$ cat src/rtl/timing_detector.sv
// Video timing detector.
// Measures horizontal and vertical timing of a {vsync, hsync, den} stream, publishes one
// measurement per frame and reports lock once consecutive frames agree.
//
// Ports:
//   clk, rst         - single clock, synchronous active-high reset
//   sync_in[2:0]     - {vsync, hsync, den}, active high
//   h_total, h_size  - clocks per line, den-high clocks of the first den pulse
//   h_sync, h_start  - hsync-high clocks, clocks from hsync rise to den rise
//   v_total, v_size  - lines per frame, lines containing den
//   v_sync, v_start  - lines with vsync high, index of the first den line
//   meas_valid       - one-cycle pulse when a new measurement is published
//   locked           - timing stable
//   err_cnt          - lock-loss count, only when TIMING_DET_ERRCNT_EN is defined
module timing_detector #(
  parameter int unsigned STABLE_FRAMES = 2,
  parameter int unsigned TIMEOUT       = 4095
) (
  input  logic        clk,
  input  logic        rst,
  input  logic [2:0]  sync_in,
  output logic [11:0] h_total,
  output logic [11:0] h_size,
  output logic [10:0] h_sync,
  output logic [10:0] h_start,
  output logic [10:0] v_total,
  output logic [10:0] v_size,
  output logic [9:0]  v_sync,
  output logic [9:0]  v_start,
  output logic        meas_valid,
`ifdef TIMING_DET_ERRCNT_EN
  output logic [15:0] err_cnt,
`endif
  output logic        locked
);

  localparam int unsigned TW = (TIMEOUT < 2) ? 1 : $clog2(TIMEOUT + 1);
  localparam int unsigned MW = (STABLE_FRAMES < 2) ? 1 : $clog2(STABLE_FRAMES + 1);
  localparam logic [TW-1:0] ToMax = TW'(TIMEOUT);
  localparam logic [MW:0]   SfMax = (MW + 1)'(STABLE_FRAMES);

  typedef enum logic [1:0] {StSearch, StMeasure, StCheck, StLocked} state_e;

  typedef struct packed {
    logic [11:0] htot;
    logic [11:0] hsize;
    logic [10:0] hsync;
    logic [10:0] hstart;
    logic [10:0] vtot;
    logic [10:0] vsize;
    logic [9:0]  vsync;
    logic [9:0]  vstart;
  } meas_t;

  function automatic logic [11:0] inc12(logic [11:0] x);
    return (&x) ? x : x + 12'd1;
  endfunction
  function automatic logic [10:0] inc11(logic [10:0] x);
    return (&x) ? x : x + 11'd1;
  endfunction
  function automatic logic [9:0] inc10(logic [9:0] x);
    return (&x) ? x : x + 10'd1;
  endfunction
  function automatic logic [10:0] sat11(logic [11:0] x);
    return x[11] ? 11'h7ff : x[10:0];
  endfunction
  function automatic logic [9:0] sat10(logic [10:0] x);
    return x[10] ? 10'h3ff : x[9:0];
  endfunction

  logic [2:0]    s1_q, s2_q;
  logic [11:0]   h_cnt_q, h_cnt_d;
  logic [10:0]   v_cnt_q, v_cnt_d;
  logic [TW-1:0] to_cnt_q, to_cnt_d;
  meas_t         acc_q, acc_d;     // running measurement of the current frame
  meas_t         cur;              // current frame closed at this cycle
  meas_t         pub_q, pub_d;
  logic          den_seen_q, den_seen_d, den_done_q, den_done_d, line_den_q, line_den_d;
  state_e        state_q, state_d;
  logic [MW-1:0] match_q, match_d;
  logic [MW:0]   match_inc;
  logic          pub, same, timeout;
  logic          hr, hf, vr, dr, df;

  assign hr = s1_q[1] & ~s2_q[1];
  assign hf = ~s1_q[1] & s2_q[1];
  assign vr = s1_q[2] & ~s2_q[2];
  assign dr = s1_q[0] & ~s2_q[0];
  assign df = ~s1_q[0] & s2_q[0];

  // Measurement accumulators.
  always_comb begin
    h_cnt_d    = hr ? 12'd1 : inc12(h_cnt_q);
    to_cnt_d   = hr ? '0 : ((to_cnt_q == ToMax) ? to_cnt_q : to_cnt_q + 1'b1);
    v_cnt_d    = v_cnt_q;
    acc_d      = acc_q;
    den_seen_d = den_seen_q;
    den_done_d = den_done_q;
    line_den_d = line_den_q;

    if (hr) begin
      acc_d.htot = h_cnt_q;
      if (line_den_q) acc_d.vsize = inc11(acc_q.vsize);
      if (s1_q[2])    acc_d.vsync = inc10(acc_q.vsync);
      v_cnt_d    = inc11(v_cnt_q);
      line_den_d = 1'b0;
    end
    if (hf) acc_d.hsync = sat11(h_cnt_q);
    if (dr) begin
      line_den_d = 1'b1;
      if (!den_seen_q) begin
        den_seen_d    = 1'b1;
        acc_d.hstart = sat11(h_cnt_q);
        acc_d.vstart = sat10(v_cnt_q);
      end
    end
    if (df && den_seen_q && !den_done_q) begin
      den_done_d   = 1'b1;
      acc_d.hsize = h_cnt_q - {1'b0, acc_q.hstart};
    end

    // The closing line belongs to the old frame; the new frame starts afterwards.
    cur      = acc_q;
    cur.vtot = inc11(v_cnt_q);
    if (hr) begin
      cur.htot = h_cnt_q;
      if (line_den_q) cur.vsize = inc11(acc_q.vsize);
    end

    if (vr) begin
      v_cnt_d      = '0;
      acc_d.vsync  = 10'd1;
      acc_d.vsize  = '0;
      acc_d.hstart = '0;
      acc_d.hsize  = '0;
      acc_d.vstart = '0;
      den_seen_d   = 1'b0;
      den_done_d   = 1'b0;
    end
  end

  // Frame-level state machine.
  always_comb begin
    state_d   = state_q;
    match_d   = match_q;
    pub       = 1'b0;
    same      = (cur == pub_q);
    timeout   = (to_cnt_q == ToMax) && !hr;
    match_inc = {1'b0, match_q} + 1'b1;

    if (timeout && state_q != StSearch) begin
      state_d = StSearch;
    end else if (vr) begin
      unique case (state_q)
        StSearch:  state_d = StMeasure;
        StMeasure: begin
          pub     = 1'b1;
          state_d = StCheck;
          match_d = '0;
        end
        StCheck: begin
          pub = 1'b1;
          if (!same) begin
            match_d = '0;
          end else begin
            match_d = match_inc[MW-1:0];
            if (match_inc >= SfMax) state_d = StLocked;
          end
        end
        StLocked: begin
          pub = 1'b1;
          if (!same) begin
            state_d = StCheck;
            match_d = '0;
          end
        end
        default: state_d = StSearch;
      endcase
    end
    pub_d = pub ? cur : pub_q;
  end

`ifdef TIMING_DET_ERRCNT_EN
  logic [15:0] err_q, err_d;
  logic        loss;
  assign loss    = (state_q == StLocked) && (state_d != StLocked);
  assign err_d   = (loss && err_q != 16'hffff) ? err_q + 16'd1 : err_q;
  assign err_cnt = err_q;
`endif

  always_ff @(posedge clk) begin
    if (rst) begin
      s1_q       <= '0;
      s2_q       <= '0;
      h_cnt_q    <= '0;
      v_cnt_q    <= '0;
      to_cnt_q   <= '0;
      acc_q      <= '0;
      pub_q      <= '0;
      den_seen_q <= 1'b0;
      den_done_q <= 1'b0;
      line_den_q <= 1'b0;
      state_q    <= StSearch;
      match_q    <= '0;
      meas_valid <= 1'b0;
      locked     <= 1'b0;
`ifdef TIMING_DET_ERRCNT_EN
      err_q      <= '0;
`endif
    end else begin
      s1_q       <= sync_in;
      s2_q       <= s1_q;
      h_cnt_q    <= h_cnt_d;
      v_cnt_q    <= v_cnt_d;
      to_cnt_q   <= to_cnt_d;
      acc_q      <= acc_d;
      pub_q      <= pub_d;
      den_seen_q <= den_seen_d;
      den_done_q <= den_done_d;
      line_den_q <= line_den_d;
      state_q    <= state_d;
      match_q    <= match_d;
      meas_valid <= pub;
      locked     <= (state_d == StLocked);
`ifdef TIMING_DET_ERRCNT_EN
      err_q      <= err_d;
`endif
    end
  end

  assign h_total = pub_q.htot;
  assign h_size  = pub_q.hsize;
  assign h_sync  = pub_q.hsync;
  assign h_start = pub_q.hstart;
  assign v_total = pub_q.vtot;
  assign v_size  = pub_q.vsize;
  assign v_sync  = pub_q.vsync;
  assign v_start = pub_q.vstart;

endmodule

$ cat config.mk
export PLATFORM = sky130hd
export DESIGN_NAME = timing_detector
export DESIGN_NICKNAME = d
export VERILOG_FILES = /design/src/rtl/timing_detector.sv
export SDC_FILE = /design/constraint.sdc
export NUM_CORES = 1
export LEC_CHECK = 0
export CAP_MARGIN = 5
export CORE_MARGIN = 5
export CORE_UTILIZATION = 49
export CTS_CLUSTER_SIZE = 12
export DETAILED_ROUTE_END_ITERATION = 8
export PLACE_DENSITY = 0.7
export SLEW_MARGIN = 20
export SYNTH_ARGS = -nofsm -noshare
export SYNTH_HDL_FRONTEND = slang
export SYNTH_SLANG_ARGS = --single-unit
$ cat constraint.sdc
create_clock -name clk -period 3.4 [get_ports clk]
set_input_delay 0.68 -clock clk [delete_from_list [all_inputs] [get_ports clk]]
set_output_delay 0.68 -clock clk [all_outputs]
set_load 0.005 [all_outputs]
After elaboration in Yosys (flattened, before gate mapping)
Index checks and enable logic that the tools add are counted.
{"block": "word_totals", "reg_bits": 215, "in_bits": 5, "out_inout_bits": 90, "word_cells": 111}
{"block": "classes", "addsub": 7, "n_lt_le_gt_ge": 1, "eq_ne": 9, "muxes": 29, "bitwise": 13, "reduce_logical": 23}
{"op": "equality test 88 bit", "n": 1}
{"op": "2-to-1 mux 11 bit", "n": 6}
{"op": "2-to-1 mux 10 bit", "n": 3}
{"op": "adder 12 x 1 -> 12 bit, second input constant", "n": 2}
{"op": "adder 11 x 1 -> 11 bit, second input constant", "n": 2}
{"op": "AND reduction 11 bit", "n": 2}
{"op": "2-to-1 mux 2 bit", "n": 7}
{"op": "equality test 12 bit, second input constant", "n": 1}
{"op": "2-to-1 mux 12 bit", "n": 1}
{"op": "AND reduction 12 bit", "n": 1}
{"op": "subtractor 12 x 11 -> 12 bit", "n": 1}
{"op": "adder 10 x 1 -> 10 bit, second input constant", "n": 1}
{"op": "2-to-1 mux 1 bit", "n": 10}
{"op": "AND reduction 10 bit", "n": 1}
{"op": "NOT 1 bit", "n": 8}
{"op": "case mux 2 bit (4 select lines)", "n": 1}
{"op": "nonzero test 2 bit", "n": 4}
{"op": "equality test 2 bit, second input constant", "n": 3}
{"op": "inequality test 2 bit, second input constant", "n": 3}
{"op": "case mux 2 bit (3 select lines)", "n": 1}
{"op": "AND reduction 3 bit", "n": 2}
{"op": "AND 1 bit", "n": 5}
{"op": "logical AND 1 bit", "n": 4}
{"op": "AND reduction 4 bit", "n": 1}
{"op": "9 further kinds", "n": 11}

Depth between registers and ports, before layout
{"block": "depth", "ltp_word": 10, "mapped_depth": 13, "mapped_depth_nobuf": 12}

Least setup slack after synthesis
Ideal clock, no wire load.
{"block": "synth_path", "kind": "flip-flop to flip-flop", "from": "register h_cnt_q[0]", "to": "register acc_q[74] in the netlist's numbering", "setup_time_ps": 62, "arrival_ps": 2605, "required_time_ps": 3338, "path_slack_ps": 733, "path_stages_with_launch": 14, "path_buffers": 1, "synth_period_minus_slack_ps": 2667, "path_cell_list": "dfxtp_1 clkbuf_1 inv_1 ha_1 fa_1 nor2b_1 o21ai_0 a21boi_0 o21ai_0 a21boi_0 o2111ai_1 a2111oi_0 a31oi_1 nand3_1"}
{"block": "synth_between", "elab_chain_len": 1}
{"item": "start: declaration", "line_no": "72", "rtl": "logic [11:0] h_cnt_q, h_cnt_d;"}
{"item": "start signal: assignment", "line_no": "213", "rtl": "h_cnt_q <= h_cnt_d;"}
{"item": "subtractor 12 x 11 -> 12 bit", "line_no": "119", "rtl": "acc_d.hsize = h_cnt_q - {1'b0, acc_q.hstart};"}
{"item": "end signal: assignment", "line_no": "198", "rtl": "acc_q <= '0;"}
{"item": "end signal: assignment", "line_no": "216", "rtl": "acc_q <= acc_d;"}
{"item": "end: declaration", "line_no": "75", "rtl": "meas_t acc_q, acc_d;"}
Every way passes these cells.
A chain may end at the register's enable or synchronous reset.

Worst setup path after layout
{"block": "layout_path", "from": "register v_cnt_q[0]", "to": "register state_q[0]"}
{"block": "layout_between", "elab_chain_len": 7, "word_cells_on_any_way": 9, "cone_classes": "add/sub (1); eq/ne (1); mux (6); reduce/logical (1)"}
{"item": "start: declaration", "line_no": "73", "rtl": "logic [10:0] v_cnt_q, v_cnt_d;"}
{"item": "start signal: assignment", "line_no": "214", "rtl": "v_cnt_q <= v_cnt_d;"}
{"item": "adder 11 x 1 -> 11 bit or AND reduction 11 bit (tied branches)", "line_no": "59", "rtl": "return (&x) ? x : x + 11'd1;"}
{"item": "2-to-1 mux 11 bit (*)", "line_no": "59"}
{"item": "equality test 88 bit (*)", "line_no": "147", "rtl": "same = (cur == pub_q);"}
{"item": "2-to-1 mux 2 bit, on equally long branches", "line_no": "172, 163"}
{"item": "case mux 2 bit (4 select lines) (*)", "line_no": "154", "rtl": "unique case (state_q)"}
{"item": "2-to-1 mux 2 bit (*)", "line_no": "153", "rtl": "end else if (vr) begin"}
{"item": "2-to-1 mux 2 bit (*)", "line_no": "151", "rtl": "if (timeout && state_q != StSearch) begin"}
{"item": "end signal: assignment", "line_no": "203", "rtl": "state_q <= StSearch;"}
{"item": "end signal: assignment", "line_no": "221", "rtl": "state_q <= state_d;"}
{"item": "end: declaration", "line_no": "79", "rtl": "state_e state_q, state_d;"}
Every way passes the cells marked *; elsewhere a longest branch is shown, timed or not.

==> key figures <==
Run status
  – Status: finished, final reports clean

Synth
  – Dominant cell type by area after synthesis: dfxtp_1
  – Yosys Warn Count: 0
  – Post-synth EDFFs: 0
  – Post-synthesis net count: 1283
  – XOR/XNOR share of the synthesized area: 0.0931
  – Distinct cells, synth: 83
  – Area contributors post-synth: dfxtp_1 41%, nor2_1 6.3%, nand2_1 5.9%, xor2_1 5.3%, a21oi_1 5.1%
  – Largest family of logic cells by synthesized area: simple AND/OR/NAND/NOR gates
  – Post-Synth Simple-Gate Area: 0.231
  – Syn avg cell area: 8.29 um2
  – Post-synthesis mux area share: 0.0177
  – Sequential fraction of the synthesis area: 0.412
  – FF+latch count, synth: 215
  – Commonest cells post-synth: 215 x dfxtp_1, 176 x nor2_1, 163 x nand2_1
  – Synth Flop Type: dfxtp_1
  – Most common cell in the netlist: dfxtp_1
  – Post-Syn Area: 10400 um2
  – Area share of the largest cell type after synthesis: 0.412
  – Ys async rst share: 0
  – Post-synthesis adder-cell area fraction: 0.0223
  – Compound-Gate Fraction of Synth Area: 0.171
  – Gate Count Post-Synth: 1260

Critical path
  – Critical path class: reg2reg
  – Worst reg2reg path endpoint: state_q[0]
  – CP Data Required Time: 3.84 ns
  – CP max FO: 8
  – CP startpoint kind: flop
  – Reg-to-reg startpoint: v_cnt_q[0]
  – Reg2reg path depth: 11
  – Flop2flop setup slack: 0.23 ns
  – Arrival time worst endpoint: 3.61 ns
  – CP Capture Type: flop

Routing
  – Vias per Instance: 5.59
  – Post-detailed-route count of antenna-violating nets: 0
  – DRT Wirelength: 28.8 mm
  – Remaining DRCs: 0
  – TritonRoute pass-1 iters: 5
  – Routed wire length per instance: 17.8 um
  – Initial drt markers: 642
  – DR vias: 9044

Global routing
  – GR Util met1: 0.344
  – Tot GR Track Use: 0.235
  – First-pass GRT wire length: 46.5 mm
  – Layer with the highest usage: met2
  – Largest net degree at the start of global routing: 57
  – Met2 Use GR: 0.357
  – Vias in the first global route: 8537
  – Grt ovf: 0
  – Initial antenna violation count: 0
  – GR Layer Usage met3: 0.0347

Final layout
  – Final Net Count: 1348
  – Area occupied by multi-input gates: 5630 um2
  – Final core occ: 0.593
  – Non-Filler Instances: 1619
  – ANT cells: 0
  – Area delta synth->final: 19.3%
  – Share of cells above drive strength 1: 0.0774
  – Fillers: 1882
  – FF+latch area: 4300 um2

Min path
  – Hold crit path type: reg2reg
  – Hold Path End: h_sync[5]
  – Hold Crit Start: acc_q[58]
  – Worst Hold Depth: 2

STA
  – Min cycle time layout: 3.17 ns
  – Final setup vio count: 0
  – Slack of the critical path: 0.230 ns
  – Final Hold Fails: 0
  – Fin Setup TNS: 0 ns
  – Fmax: 0.315 GHz
  – Worst Clk Skew: 0.0113 ns
  – Slew Limit Headroom: 0.262
  – Period utilisation layout: 0.932
  – Max Slew Vio Count: 0
  – Worst slew pin tran: 1.09 ns

CTS
  – Skew-Pair Late Insertion Delay: 0.52 ns
  – Clock Sinks: 215
  – CTS tree: built
  – Max clock buf depth: 3
  – CTS Buf Count: 25
  – H-tree level count: 1
  – Clock transition at the registers of the reported paths: 0.06 ns
  – Hold-fix buffers at CTS: 0
  – Clock root cell: clkbuf_16

Floorplan
  – Top-Level Pins: 95
  – Core area: 21000 um2
  – Initial Utilization: 0.497
  – Die area: 24300 um2
  – DIE HEIGHT: 156 um
  – Die width: 156 um
  – Rows: 53

Placement
  – Cells after DPL: 1572
  – Place WS: 0.0978 ns
  – IO buf count: 94
  – Routability cong.: 0.909
  – Final HPWL DP: 20.9 mm

Power and ir drop
  – Static Leak: 4.55 nW
  – Total power draw: 5.88 mW
  – Worst VDD drop: 0.309 mV
  – Pwr Density: 472 nW/um2

Job
  – MaxCap Viol Count: 0
worst max-delay path, stage by stage, from the launching register on:
cell,delay [ns]
dfxtp_1,0.50
ha_2,0.32
nand3_4,0.15
nor3_1,0.26
nor3_1,0.11
a2111oi_1,0.45
o2111ai_1,0.17
a2111oi_1,0.44
nand4_1,0.15
buf_4,0.19
a211o_1,0.31
o21ai_2,0.05
cell families after synthesis:
kind of cell,after synthesis
muxes,18
DFF,215
buffers and inverters,116
AOI/OAI and AO/OA,275
adders and majority gates,18
and+or+nand+nor,507
xor gates and xnor gates,111
what timing repair did:
action / in CTS / in global routing
setup endpoints to repair: 0 / 4
gates resized for setup: 0 / 2
buffers inserted: 0 / 1
routing by layer:
layer,vias to the layer above,share of wire
li1,4511,-
met1,4244,0.48
met2,238,0.44
met3,51,0.054
met4,0,0.025
met5,-,0
cells in the final DEF, fill, tap and decap left out, drive strengths merged, types with 13 or more instances in the layout:
| master | Yosys | routed |
|---|---|---|
| a211oi | 64 | 64 |
| a21oi | 107 | 107 |
| a31oi | 13 | 13 |
| and3 | 15 | 15 |
| buf | 34 | 33 |
| clkbuf | 54 | 36 |
| clkdlybuf4s50 | 0 | 93 |
| dfxtp | 215 | 215 |
| ha | 17 | 17 |
| inv | 28 | 29 |
| mux2i | 17 | 17 |
| nand2 | 164 | 164 |
| nand3 | 27 | 27 |
| nand4 | 24 | 24 |
| nor2 | 177 | 177 |
| nor2b | 20 | 20 |
| nor3 | 17 | 17 |
| nor4 | 15 | 15 |
| o21ai | 25 | 25 |
| xnor2 | 48 | 48 |
| xor2 | 63 | 63 |
sequential cells by signal, indices dropped and copies added (netlist names):
register / cells
line_den_q: 1
den_done_q: 1
v_total: 11
match_q: 2
v_sync: 10
acc_q: 77
s1_q: 3
v_size: 11
v_cnt_q: 11
den_seen_q: 1
to_cnt_q: 12
locked: 1
v_start: 10
h_start: 11
h_size: 12
h_total: 12
h_sync: 11
h_cnt_q: 12
meas_valid: 1
state_q: 2
s2_q: 3
report_power, final:
group          leakage, nW  total (mW)  switching, mW  internal [mW]
combinational         2.37       0.448          0.267          0.181
sequential            1.74        2.63         0.0627           2.57
clock                0.440        2.80           1.06           1.75
total                 4.55        5.88           1.39           4.50
worst max path at each step:
stage                    start          to  slack, ns  cells past startpoint
floorplan           h_cnt_q[0]   acc_q[74]       0.73                     13
global placement    v_cnt_q[0]  state_q[0]       0.23                      9
detailed placement  v_cnt_q[0]  state_q[0]        0.1                     10
CTS                 v_cnt_q[0]  state_q[0]       0.08                     10
global route        v_cnt_q[0]  state_q[0]      -0.01                     11
finish              v_cnt_q[0]  state_q[0]       0.23                     11
stage by stage:
stage	instance area [um2]	hold WS, ns
after global routing	12500	0.494
final	12500	0.478
after CTS	12400	0.478
after floorplan	10400	0.455
after global placement	11600	0.465
after detailed placement	11600	0.467
layout make-up:
type	instances	area share
multi-input cells	929	0.452
flip-flops and latches	215	0.345
repair buffers	126	0.0966
clock buffers	36	0.0600
well taps	275	0.0276
clock inverters	10	0.0103
inverters	28	0.00844
Note: power is estimated with default switching activity, not from simulation.
